--- src/rtl/tl_pkg.sv ---
// Shared TileLink constants, fragmenter widths and the fragmenter FSM state type.
package tl_pkg;

    localparam int TL_RS = 4;   // source-ID width
    localparam int TL_AW = 16;  // byte-address width

    // Largest lg2 transfer size accepted (64 B = 16 beats of 4 B).
    localparam logic [3:0] MAX_SIZE = 4'd6;

    // A-channel opcodes
    localparam logic [2:0] OP_PUT_FULL    = 3'd0;
    localparam logic [2:0] OP_PUT_PARTIAL = 3'd1;
    localparam logic [2:0] OP_ARITH       = 3'd2;
    localparam logic [2:0] OP_LOGICAL     = 3'd3;
    localparam logic [2:0] OP_GET         = 3'd4;

    // D-channel opcodes
    localparam logic [2:0] OP_ACCESS_ACK      = 3'd0;
    localparam logic [2:0] OP_ACCESS_ACK_DATA = 3'd1;

    typedef enum logic [2:0] {
        IDLE,
        PASS,
        GET_ISSUE,
        PUT_FWD,
        DRAIN
    } frag_state_e;

    function automatic logic is_put(input logic [2:0] op);
        return (op == OP_PUT_FULL) || (op == OP_PUT_PARTIAL);
    endfunction

    function automatic logic is_atomic(input logic [2:0] op);
        return (op == OP_ARITH) || (op == OP_LOGICAL);
    endfunction

endpackage

--- src/rtl/tl_beat_counter.sv ---
// Beat counter for a fragmented burst, plus the N = 2^(size-2) beat-count decode.
module tl_beat_counter
    import tl_pkg::*;
(
    input  logic       clk,
    input  logic       rst_n,
    input  logic       clear_i,
    input  logic       inc_i,
    input  logic [3:0] size_i,
    output logic [4:0] count_o,
    output logic [4:0] n_o
);

    logic [4:0] count_q, count_d;

    // Number of 4-byte beats for the latched burst size.
    always_comb begin
        // NOTE: assign a default before any condition so every path drives the output and no latch is inferred.
        n_o = 5'd1;
        if ((size_i > 4'd2) && (size_i <= MAX_SIZE)) begin
            n_o = 5'd1 << (size_i - 4'd2);
        end
    end

    // Next count: clear wins over increment.
    always_comb begin
        count_d = count_q;
        if (clear_i) begin
            count_d = '0;
        end else if (inc_i) begin
            count_d = count_q + 5'd1;
        end
    end

    // Count register.
    always_ff @(posedge clk or negedge rst_n) begin
        // NOTE: sequential state uses non-blocking <= so every flop samples pre-edge values.
        if (!rst_n) begin
            count_q <= '0;
        end else begin
            count_q <= count_d;
        end
    end

    assign count_o = count_q;

endmodule

--- src/rtl/tl_fragmenter.sv ---
// TL-UH to single-beat TL-UL fragmenter: splits Get/Put bursts into 4-byte
// beats for a downstream SRAM slave and collapses the responses back.
module tl_fragmenter
    import tl_pkg::*;
(
    input  logic             frag_clock_i,
    input  logic             frag_reset_ni,

    input  logic [2:0]       up_a_opcode,
    input  logic [2:0]       up_a_param,
    input  logic [3:0]       up_a_size,
    input  logic [TL_RS-1:0] up_a_source,
    input  logic [TL_AW-1:0] up_a_address,
    input  logic [3:0]       up_a_mask,
    input  logic [31:0]      up_a_data,
    input  logic             up_a_corrupt,
    input  logic             up_a_valid,
    output logic             up_a_ready,

    output logic [2:0]       up_d_opcode,
    output logic [1:0]       up_d_param,
    output logic [3:0]       up_d_size,
    output logic [TL_RS-1:0] up_d_source,
    output logic             up_d_denied,
    output logic [31:0]      up_d_data,
    output logic             up_d_corrupt,
    output logic             up_d_valid,
    input  logic             up_d_ready,

    output logic [2:0]       dn_a_opcode,
    output logic [2:0]       dn_a_param,
    output logic [3:0]       dn_a_size,
    output logic [TL_RS-1:0] dn_a_source,
    output logic [TL_AW-1:0] dn_a_address,
    output logic [3:0]       dn_a_mask,
    output logic [31:0]      dn_a_data,
    output logic             dn_a_corrupt,
    output logic             dn_a_valid,
    input  logic             dn_a_ready,

    input  logic [2:0]       dn_d_opcode,
    input  logic [1:0]       dn_d_param,
    input  logic [3:0]       dn_d_size,
    input  logic [TL_RS-1:0] dn_d_source,
    input  logic             dn_d_denied,
    input  logic [31:0]      dn_d_data,
    input  logic             dn_d_corrupt,
    input  logic             dn_d_valid,
    output logic             dn_d_ready,

    output logic             proto_err_o
);

    frag_state_e      state_q, state_d;
    logic [TL_RS-1:0] src_q, src_d;
    logic [3:0]       size_q, size_d;
    logic [TL_AW-1:0] base_q, base_d;
    logic             is_put_q, is_put_d;
    logic             denied_q, denied_d;
    logic             proto_err_q, proto_err_d;

    logic             issue_inc, ack_inc, cnt_clear;
    logic [4:0]       issued_cnt, acked_cnt, issued_n, acked_n;
    logic             issue_last, ack_last, in_burst;
    logic [TL_AW-1:0] burst_addr;

    assign cnt_clear  = (state_q == IDLE);
    assign issue_last = (issued_cnt == (issued_n - 5'd1));
    assign ack_last   = (acked_cnt == (acked_n - 5'd1));
    assign in_burst   = (state_q == GET_ISSUE) || (state_q == PUT_FWD) || (state_q == DRAIN);
    // Modulo-2^TL_AW beat address; base low bits are already zero.
    assign burst_addr = base_q + {{(TL_AW-7){1'b0}}, issued_cnt, 2'b00};

    tl_beat_counter u_issued (
        .clk     (frag_clock_i),
        .rst_n   (frag_reset_ni),
        .clear_i (cnt_clear),
        .inc_i   (issue_inc),
        .size_i  (size_q),
        .count_o (issued_cnt),
        .n_o     (issued_n)
    );

    tl_beat_counter u_acked (
        .clk     (frag_clock_i),
        .rst_n   (frag_reset_ni),
        .clear_i (cnt_clear),
        .inc_i   (ack_inc),
        .size_i  (size_q),
        .count_o (acked_cnt),
        .n_o     (acked_n)
    );

    // Next-state, channel steering and handshake decode.
    always_comb begin
        state_d     = state_q;
        src_d       = src_q;
        size_d      = size_q;
        base_d      = base_q;
        is_put_d    = is_put_q;
        denied_d    = denied_q;
        proto_err_d = proto_err_q;
        issue_inc   = 1'b0;
        ack_inc     = 1'b0;

        up_a_ready   = 1'b0;
        dn_a_valid   = 1'b0;
        dn_a_opcode  = up_a_opcode;
        dn_a_param   = up_a_param;
        dn_a_size    = up_a_size;
        dn_a_source  = up_a_source;
        dn_a_address = up_a_address;
        dn_a_mask    = up_a_mask;
        dn_a_data    = up_a_data;
        dn_a_corrupt = up_a_corrupt;

        up_d_valid   = 1'b0;
        up_d_opcode  = dn_d_opcode;
        up_d_param   = dn_d_param;
        up_d_size    = dn_d_size;
        up_d_source  = dn_d_source;
        up_d_denied  = dn_d_denied;
        up_d_data    = dn_d_data;
        up_d_corrupt = dn_d_corrupt;
        dn_d_ready   = 1'b0;

        case (state_q)
            IDLE: begin
                denied_d = 1'b0;
                if (up_a_valid) begin
                    if (up_a_size > MAX_SIZE) begin
                        // Oversized request: swallow it and flag the error.
                        up_a_ready  = 1'b1;
                        proto_err_d = 1'b1;
                    end else if (up_a_size <= 4'd2) begin
                        // Single-beat request of any opcode goes straight through.
                        dn_a_valid = 1'b1;
                        up_a_ready = dn_a_ready;
                        if (dn_a_ready) begin
                            state_d = PASS;
                        end
                    end else if (up_a_opcode == OP_GET) begin
                        up_a_ready = 1'b1;
                        src_d      = up_a_source;
                        size_d     = up_a_size;
                        base_d     = {up_a_address[TL_AW-1:2], 2'b00};
                        is_put_d   = 1'b0;
                        state_d    = GET_ISSUE;
                    end else if (is_put(up_a_opcode)) begin
                        // First Put beat stays on the bus and is forwarded from PUT_FWD.
                        src_d    = up_a_source;
                        size_d   = up_a_size;
                        base_d   = {up_a_address[TL_AW-1:2], 2'b00};
                        is_put_d = 1'b1;
                        state_d  = PUT_FWD;
                    end else begin
                        // Multi-beat atomics cannot be split into independent beats.
                        up_a_ready  = 1'b1;
                        proto_err_d = 1'b1;
                    end
                end
            end

            PASS: begin
                up_d_valid = dn_d_valid;
                dn_d_ready = up_d_ready;
                if (dn_d_valid && up_d_ready) begin
                    state_d = IDLE;
                end
            end

            GET_ISSUE: begin
                dn_a_valid   = 1'b1;
                dn_a_opcode  = OP_GET;
                dn_a_param   = 3'd0;
                dn_a_size    = 4'd2;
                dn_a_source  = src_q;
                dn_a_address = burst_addr;
                dn_a_mask    = 4'hF;
                dn_a_data    = 32'd0;
                dn_a_corrupt = 1'b0;
                issue_inc    = dn_a_ready;
                if (dn_a_ready && issue_last) begin
                    state_d = DRAIN;
                end
            end

            PUT_FWD: begin
                dn_a_valid   = up_a_valid;
                dn_a_size    = 4'd2;
                dn_a_source  = src_q;
                dn_a_address = burst_addr;
                up_a_ready   = dn_a_ready;
                issue_inc    = up_a_valid && dn_a_ready;
                if (issue_inc && issue_last) begin
                    state_d = DRAIN;
                end
            end

            DRAIN: begin
                dn_a_valid = 1'b0;
            end

            default: begin
                state_d = IDLE;
            end
        endcase

        // Burst responses are counted in every burst state, even while still issuing.
        if (in_burst) begin
            up_d_size   = size_q;
            up_d_source = src_q;
            if (!is_put_q) begin
                up_d_opcode = OP_ACCESS_ACK_DATA;
                up_d_valid  = dn_d_valid;
                dn_d_ready  = up_d_ready;
            end else if (!ack_last) begin
                // Intermediate Put acks are absorbed; remember any denial.
                dn_d_ready = 1'b1;
                if (dn_d_valid) begin
                    denied_d = denied_q | dn_d_denied;
                end
            end else begin
                up_d_opcode = OP_ACCESS_ACK;
                up_d_denied = dn_d_denied | denied_q;
                up_d_valid  = dn_d_valid;
                dn_d_ready  = up_d_ready;
            end
            ack_inc = dn_d_valid && dn_d_ready;
            if (ack_inc && ack_last) begin
                state_d = IDLE;
            end
        end

        // Handshake outputs stay low for as long as reset is held.
        if (!frag_reset_ni) begin
            up_a_ready = 1'b0;
            up_d_valid = 1'b0;
            dn_a_valid = 1'b0;
            dn_d_ready = 1'b0;
        end
    end

    // State, burst latches and sticky error flag.
    always_ff @(posedge frag_clock_i or negedge frag_reset_ni) begin
        if (!frag_reset_ni) begin
            state_q     <= IDLE;
            src_q       <= '0;
            size_q      <= '0;
            base_q      <= '0;
            is_put_q    <= 1'b0;
            denied_q    <= 1'b0;
            proto_err_q <= 1'b0;
        end else begin
            state_q     <= state_d;
            src_q       <= src_d;
            size_q      <= size_d;
            base_q      <= base_d;
            is_put_q    <= is_put_d;
            denied_q    <= denied_d;
            proto_err_q <= proto_err_d;
        end
    end

    assign proto_err_o = proto_err_q;

endmodule

--- config.mk ---
export PLATFORM = sky130hd
export DESIGN_NAME = tl_fragmenter
export DESIGN_NICKNAME = d
export VERILOG_FILES = /design/src/rtl/tl_pkg.sv /design/src/rtl/tl_beat_counter.sv /design/src/rtl/tl_fragmenter.sv
export SDC_FILE = /design/constraint.sdc
export NUM_CORES = 1
export LEC_CHECK = 0
export CAP_MARGIN = 20
export CORE_MARGIN = 1
export CORE_UTILIZATION = 28
export DETAILED_ROUTE_END_ITERATION = 10
export PLACE_DENSITY = 0.69
export SETUP_SLACK_MARGIN = 0.5
export SYNTH_ARGS = -nofsm -noshare
export SYNTH_HDL_FRONTEND = slang
export SYNTH_SLANG_ARGS = --single-unit
--- constraint.sdc ---
create_clock -name frag_clock_i -period 5.62 [get_ports frag_clock_i]
set_clock_uncertainty 0.1 [all_clocks]
set_input_delay 0.562 -clock frag_clock_i [delete_from_list [all_inputs] [get_ports frag_clock_i]]
set_output_delay 0.562 -clock frag_clock_i [all_outputs]
set_load 0.1 [all_outputs]
### Word-level counts from Yosys, hierarchy flattened

Cells that the tools add are included.

| operators by class | value |
|---|---|
| $add $sub $neg | 5 |
| magnitude comparators | 4 |
| equality and inequality tests | 11 |
| shift operators | 1 |
| muxes and demuxes | 75 |
| bitwise logic cells | 3 |
| reductions and logical operators | 18 |

Operators with widths:

| operator | number |
|---|---|
| 16-bit 2-to-1 mux | 3 |
| 3-bit 2-to-1 mux | 16 |
| 1-bit 2-to-1 mux | 37 |
| 4-bit 2-to-1 mux | 9 |
| 32-bit 2-to-1 mux | 1 |
| 5-bit 2-to-1 mux | 5 |
| 16-bit by 7-bit adder with 16-bit output | 1 |
| 3-bit one-hot mux with 5 select lines | 1 |
| 5-bit by 1-bit adder with 5-bit output, second input constant | 2 |
| 5-bit equality test | 2 |
| 5-bit AND reduction | 2 |
| 1-bit logical AND | 7 |
| 3-bit by 1-bit equality test with 1-bit output, second input constant | 2 |
| 3-bit by 2-bit equality test with 1-bit output, second input constant | 2 |
| 3-bit equality test, second input constant | 2 |
| 3-bit logical NOT | 2 |
| 2-bit != test, second input constant | 3 |
| 2-bit nonzero test | 3 |
| 1-bit by 4-bit left shift with 5-bit output, first input constant | 1 |
| 5-bit by 1-bit subtractor with 5-bit output, second input constant | 1 |
| 4-bit by 2-bit greater-than comparator with 1-bit output, second input constant | 1 |
| 4-bit by 3-bit greater-than comparator with 1-bit output, second input constant | 1 |
| 4-bit by 2-bit less-or-equal comparator with 1-bit output, second input constant | 1 |
| 4-bit by 3-bit less-or-equal comparator with 1-bit output, second input constant | 1 |
| other kinds (7) | 11 |

| word-level totals | value |
|---|---|
| register bits | 40 |
| input port bits | 120 |
| logic and storage cells | 126 |

### Depth between registers and ports, before layout

| depth | value |
|---|---|
| depth after elaboration | 12 |
| depth in mapped cells | 14 |
| depth with buffers taken out | 13 |

### By module

A second synthesis with hierarchy kept.

| unflattened totals | value |
|---|---|
| cells, all modules | 420 |
| area total of the unflattened synthesis | 3,604.7 µm² |

Modules (own cells, without submodules):

| module | times used | cells an instance | area each (µm²) | sequential area each (µm²) |
|---|---|---|---|---|
| tl_fragmenter | 1 | 346 | 2,926.6 | 700.7 |
| tl_beat_counter | 2 | 37 | 339.1 | 125.1 |

### Worst setup path before layout

Ideal clock, no wire load.

| timing | value |
|---|---|
| path kind | register -> output |
| from | reg size_q[1] |
| to | out dn_d_ready |
| arrival time | 4.096 ns |
| data required time | 4.958 ns |
| setup slack | 0.862 ns |
| cell stages (with the launch flop) | 14 |
| path buffers | 1 |
| path through | dfrtp_1 buf_2 inv_1 ha_1 nor3b_1 a21oi_1 ha_1 nand4bb_1 a21oi_1 a211o_1 and3_1 nand2_1 nand2_1 a21oi_1 |

| on the way | value |
|---|---|
| cells in the longest elaborated chain, start to end | 10 |
| elaborated cells between the ends (all ways) | 13 |
| those cells by class | 2 x add/sub; 2 x order compare; 1 x eq/ne; 1 x shift; 6 x mux; 1 x reduce/logical |

RTL lines:

| what | RTL line | RTL |
|---|---|---|
| start: declaration | tl_fragmenter.sv:56 | `logic [3:0] size_q, size_d;` |
| start signal: assignment | tl_fragmenter.sv:257 | `size_q <= size_d;` |
| 4-bit by 2-bit subtractor with 4-bit output (tied with other cells) | tl_beat_counter.sv:21 | `n_o = 5'd1 << (size_i - 4'd2);` |
| 1-bit by 4-bit left shift with 5-bit output or 1-bit logical AND (tied branches) | tl_beat_counter.sv:21, tl_beat_counter.sv:20 |  |
| 5-bit 2-to-1 mux * | tl_beat_counter.sv:20 | `if ((size_i > 4'd2) && (size_i <= MAX_SIZE)) begin` |
| 5-bit by 1-bit subtractor with 5-bit output * | tl_fragmenter.sv:69 | `assign ack_last = (acked_cnt == (acked_n - 5'd1));` |
| 5-bit equality test * | tl_fragmenter.sv:69 |  |
| 1-bit 2-to-1 mux * | tl_fragmenter.sv:217 | `end else if (!ack_last) begin` |
| 1-bit 2-to-1 mux * | tl_fragmenter.sv:213 | `if (!is_put_q) begin` |
| 1-bit 2-to-1 mux * (2 in series) | tl_fragmenter.sv:210 | `if (in_burst) begin` |
| 1-bit 2-to-1 mux * | tl_fragmenter.sv:236 | `if (!frag_reset_ni) begin` |
| end: declaration | tl_fragmenter.sv:49 | `output logic dn_d_ready,` |

Mark *: on every way between the ends. The rest lies on a longest branch, timed or not. The select of a mux whose other input is x is not followed.

### Worst setup path after layout

| timing | value |
|---|---|
| from | reg size_q[1] |
| to | out up_d_denied |

| on the way | value |
|---|---|
| cells in the longest elaborated chain, start to end | 8 |
| elaborated cells between the ends (all ways) | 11 |
| those cells by class | 2 x add/sub; 2 x order compare; 1 x eq/ne; 1 x shift; 4 x mux; 1 x reduce/logical |

RTL lines:

| what | RTL line | RTL |
|---|---|---|
| 4-bit by 2-bit subtractor with 4-bit output (tied with other cells) | tl_beat_counter.sv:21 |  |
| 1-bit by 4-bit left shift with 5-bit output or 1-bit logical AND (tied branches) | tl_beat_counter.sv:21, tl_beat_counter.sv:20 |  |
| 5-bit 2-to-1 mux * | tl_beat_counter.sv:20 |  |
| 5-bit by 1-bit subtractor with 5-bit output * | tl_fragmenter.sv:69 |  |
| 5-bit equality test * | tl_fragmenter.sv:69 |  |
| 1-bit 2-to-1 mux * | tl_fragmenter.sv:217 |  |
| 1-bit 2-to-1 mux * | tl_fragmenter.sv:213 |  |
| 1-bit 2-to-1 mux * | tl_fragmenter.sv:210 |  |
| end: declaration | tl_fragmenter.sv:24 | `output logic up_d_denied,` |

Mark *: on every way between the ends. The rest lies on a longest branch, timed or not.

==> impl_metrics.toml <==
[layout]
insertedDiodeCount = 0
layout-drive-gt1-share_pct = 7.829
nNetsFinal = 692
fin_area_um2 = 5192
area_delta_synth_final_pct = 50.69
postLayoutCoreUtil_pct = 43.23
nFillCells = 1175

[floorplan]
start_util_pct = 28.69
core.rowCount = 40
fp.dieW_um = 112.9
ios = 239
core_area_um2 = 12010
die-area_um2 = 12750
die_h_um = 112.9

[sta]
rsz0062_at_grt = "false"
tightestPinTransition_ns = 1.001
drv_slew = 0
setup_viol = 0
hold_violations = 0
holdWs_ns = 0.02438
period_needed_ns = 4.768
period_share_pct = 84.85
slew_headroom_pct = 33.08
clock.fmax_mhz = 209.7
tns_ns = 0

[synth]
synth_nets = 565
ys.flop_type = "dfrtp_1"
ys.warnings.count = 0
synth.cell_area_um2 = 3446
async_flop_share_pct = 100.0
synthDistinctLibCells = 59
avgSynthCellArea_um2 = 7.940
synth_edf_count = 0
synthCells = 434
yosysSeqAreaShare_pct = 27.60
ys_ff_latch = 38

[clocking]
cts_buffer_depth = 2
cts_buffers = 5
cts_max_level = 2
postCtsSetupBuffers = 0
tritoncts = "yes"
clock_sinks = 38
cts-resized-gates = 0
clk_pin_slew_worst_paths_ns = 0.06
cts_root_buf = "clkbuf_16"
cts_hold_buffers = 0
insertion_delay_ns = 0.28

[route]
vias_per_cell = 4.850
drc = 0
routed.top_layer = "met4"
dr_total_vias = 3439
post_drt_wl_per_cell_um = 14.94
routedLengthMet1_um = 4656
routed_wirelength_um = 10600
wl_met3_um = 746
first_pass_iters = 5
drtIter0Drc = 119
antenna_left = 0
dr_wl_met2_um = 4976

[worst_setup_path]
cp.arrival_ns = 4.11
worstSetupPathType = "reg -> out"
required_ns = 4.96
crit_chain = "inv_1 -> ha_1 -> nor3b_1 -> a21oi_1 -> ha_1 -> a21oi_1 -> nor2_1 -> o21a_1 -> a2111oi_4 -> nand2_1 -> nor2_1 -> a31o_1 -> buf_4"
worst-path-buf-inv = 2
worstSetupStartpointType = "register"
slowest_delay_ns = 0.59
path_delay_family = "compound AO/OA/AOI/OAI gates"
endpoint_kind = "output port"
reg2reg_to = "u_acked.count_o[1]"
rr_worst_depth = 12
reg2reg_from = "size_q[1]"
worst_path_max_delay_cell = "dfrtp_1"
ff2ff_setup_slack_ns = 1.76
worst-path-max-fanout = 13

[global_route]
grt_overflow_total = 0
antenna_found_initial = 0
grt_use_total_pct = 15.99
grt_pass1_vias = 3412
grt_pass1_wl_um = 16460
grt_max_degree = 38

[place]
gp_congestion = 0.9282
port_buffers = 168
placed_area_um2 = 4994
dp_hpwl_um = 8187

[run]
drv_cap = 0

[run_status]
status = "finished clean"

[min_path]
hold_path.class = "in -> async"
==> cell usage after synthesis (2+ instances only) <==
library cell	number	area (um^2)
a21boi_1	2	15.01
a21o_1	3	22.52
a21oi_1	19	95.09
a31o_1	2	17.52
a31oi_1	2	12.51
and2_1	2	12.51
and3_1	6	37.54
buf_2	3	15.01
buf_4	35	262.8
clkbuf_1	15	56.30
dfrtp_1	38	950.9
ha_1	10	125.1
inv_1	15	56.30
mux2_1	11	123.9
mux2_2	7	78.83
mux2i_1	3	30.03
nand2_1	72	270.3
nand2b_1	4	25.02
nand3_1	9	45.04
nand4_1	3	18.77
nor2_1	24	90.09
nor2b_1	47	294.0
nor3_1	3	15.01
nor4_1	2	12.51
o211ai_1	6	45.04
o21ai_0	24	120.1
o21ai_1	3	15.01
o21bai_1	2	15.01
o22ai_1	2	12.51
o31ai_1	4	30.03
o32ai_1	2	17.52
or2_2	6	37.54
xnor2_1	13	113.9
xor2_1	10	87.58
==> kinds of logic after synthesis <==
| family | after synthesis | synth area share, % |
|---|---|---|
| adder cells (fa/ha/maj) | 11 | 4.212 |
| AO/OA/AOI/OAI | 79 | 14.71 |
| flip-flops | 38 | 27.60 |
| XOR/XNOR | 23 | 5.846 |
| multiplexers | 21 | 6.754 |
| buffers and inverters | 69 | 11.66 |
| AND/OR/NAND/NOR | 193 | 29.23 |
==> registers in the layout, summed over array words and instances, names as in the netlist <==
name              flops
base_q               14
denied_q              1
is_put_q              1
proto_err_o           1
size_q                4
src_q                 4
state_q               3
u_acked.count_o       5
u_issued.count_o      5
==> placed cells by master, fill, tap and decap left out, types with 12 or more instances in the layout <==
master	instances
o21ai_0	24
nor2b_1	47
clkdlybuf4s50_1	161
inv_1	15
buf_4	12
xnor2_1	13
nand2_1	72
nor2_1	23
a21oi_1	19
dfrtp_1	38
==> through the flow <==
| stage | std cells | setup slack (ns) |
|---|---|---|
| detailed placement | 701 | 1.295 |
| global route | 709 | 0.5656 |
| global placement | 701 | 1.492 |
| CTS | 709 | 0.9352 |
| floorplan | 434 | 0.8615 |
| finish | 709 | 0.8515 |
==> worst max path at each step <==
stage / startpoint / endpoint / slack (ns) / depth (start not counted)
after CTS: size_q[1] / up_d_denied / 0.94 / 13
after floorplan: size_q[1] / dn_d_ready / 0.86 / 13
after global placement: size_q[1] / up_d_denied / 1.49 / 13
final: size_q[1] / up_d_denied / 0.85 / 13
after detailed placement: size_q[1] / up_d_denied / 1.30 / 13
after global routing: size_q[1] / up_d_denied / 0.57 / 13
==> routing by layer <==
layer  global-route usage, %  up-vias
met1                   20.15     1580
met4                   5.439        0
met5                       0        -
met3                   4.017       19
met2                   26.67      149
li1                        -     1691
==> area by class of cell <==
class / count / area [um^2] / share of cell area [%]
sequential: 38 / 950.9 / 18.31
multi-input combinational: 327 / 2096 / 40.36
tap: 147 / 183.9 / 3.542
clock buffer: 6 / 138.9 / 2.675
inverter: 15 / 56.30 / 1.084
timing repair buffer: 174 / 1707 / 32.87
clock inverter: 2 / 60.06 / 1.157
Power is not shown: default switching activity piles up to over one toggle a cycle in this logic, so the estimate is an artifact.
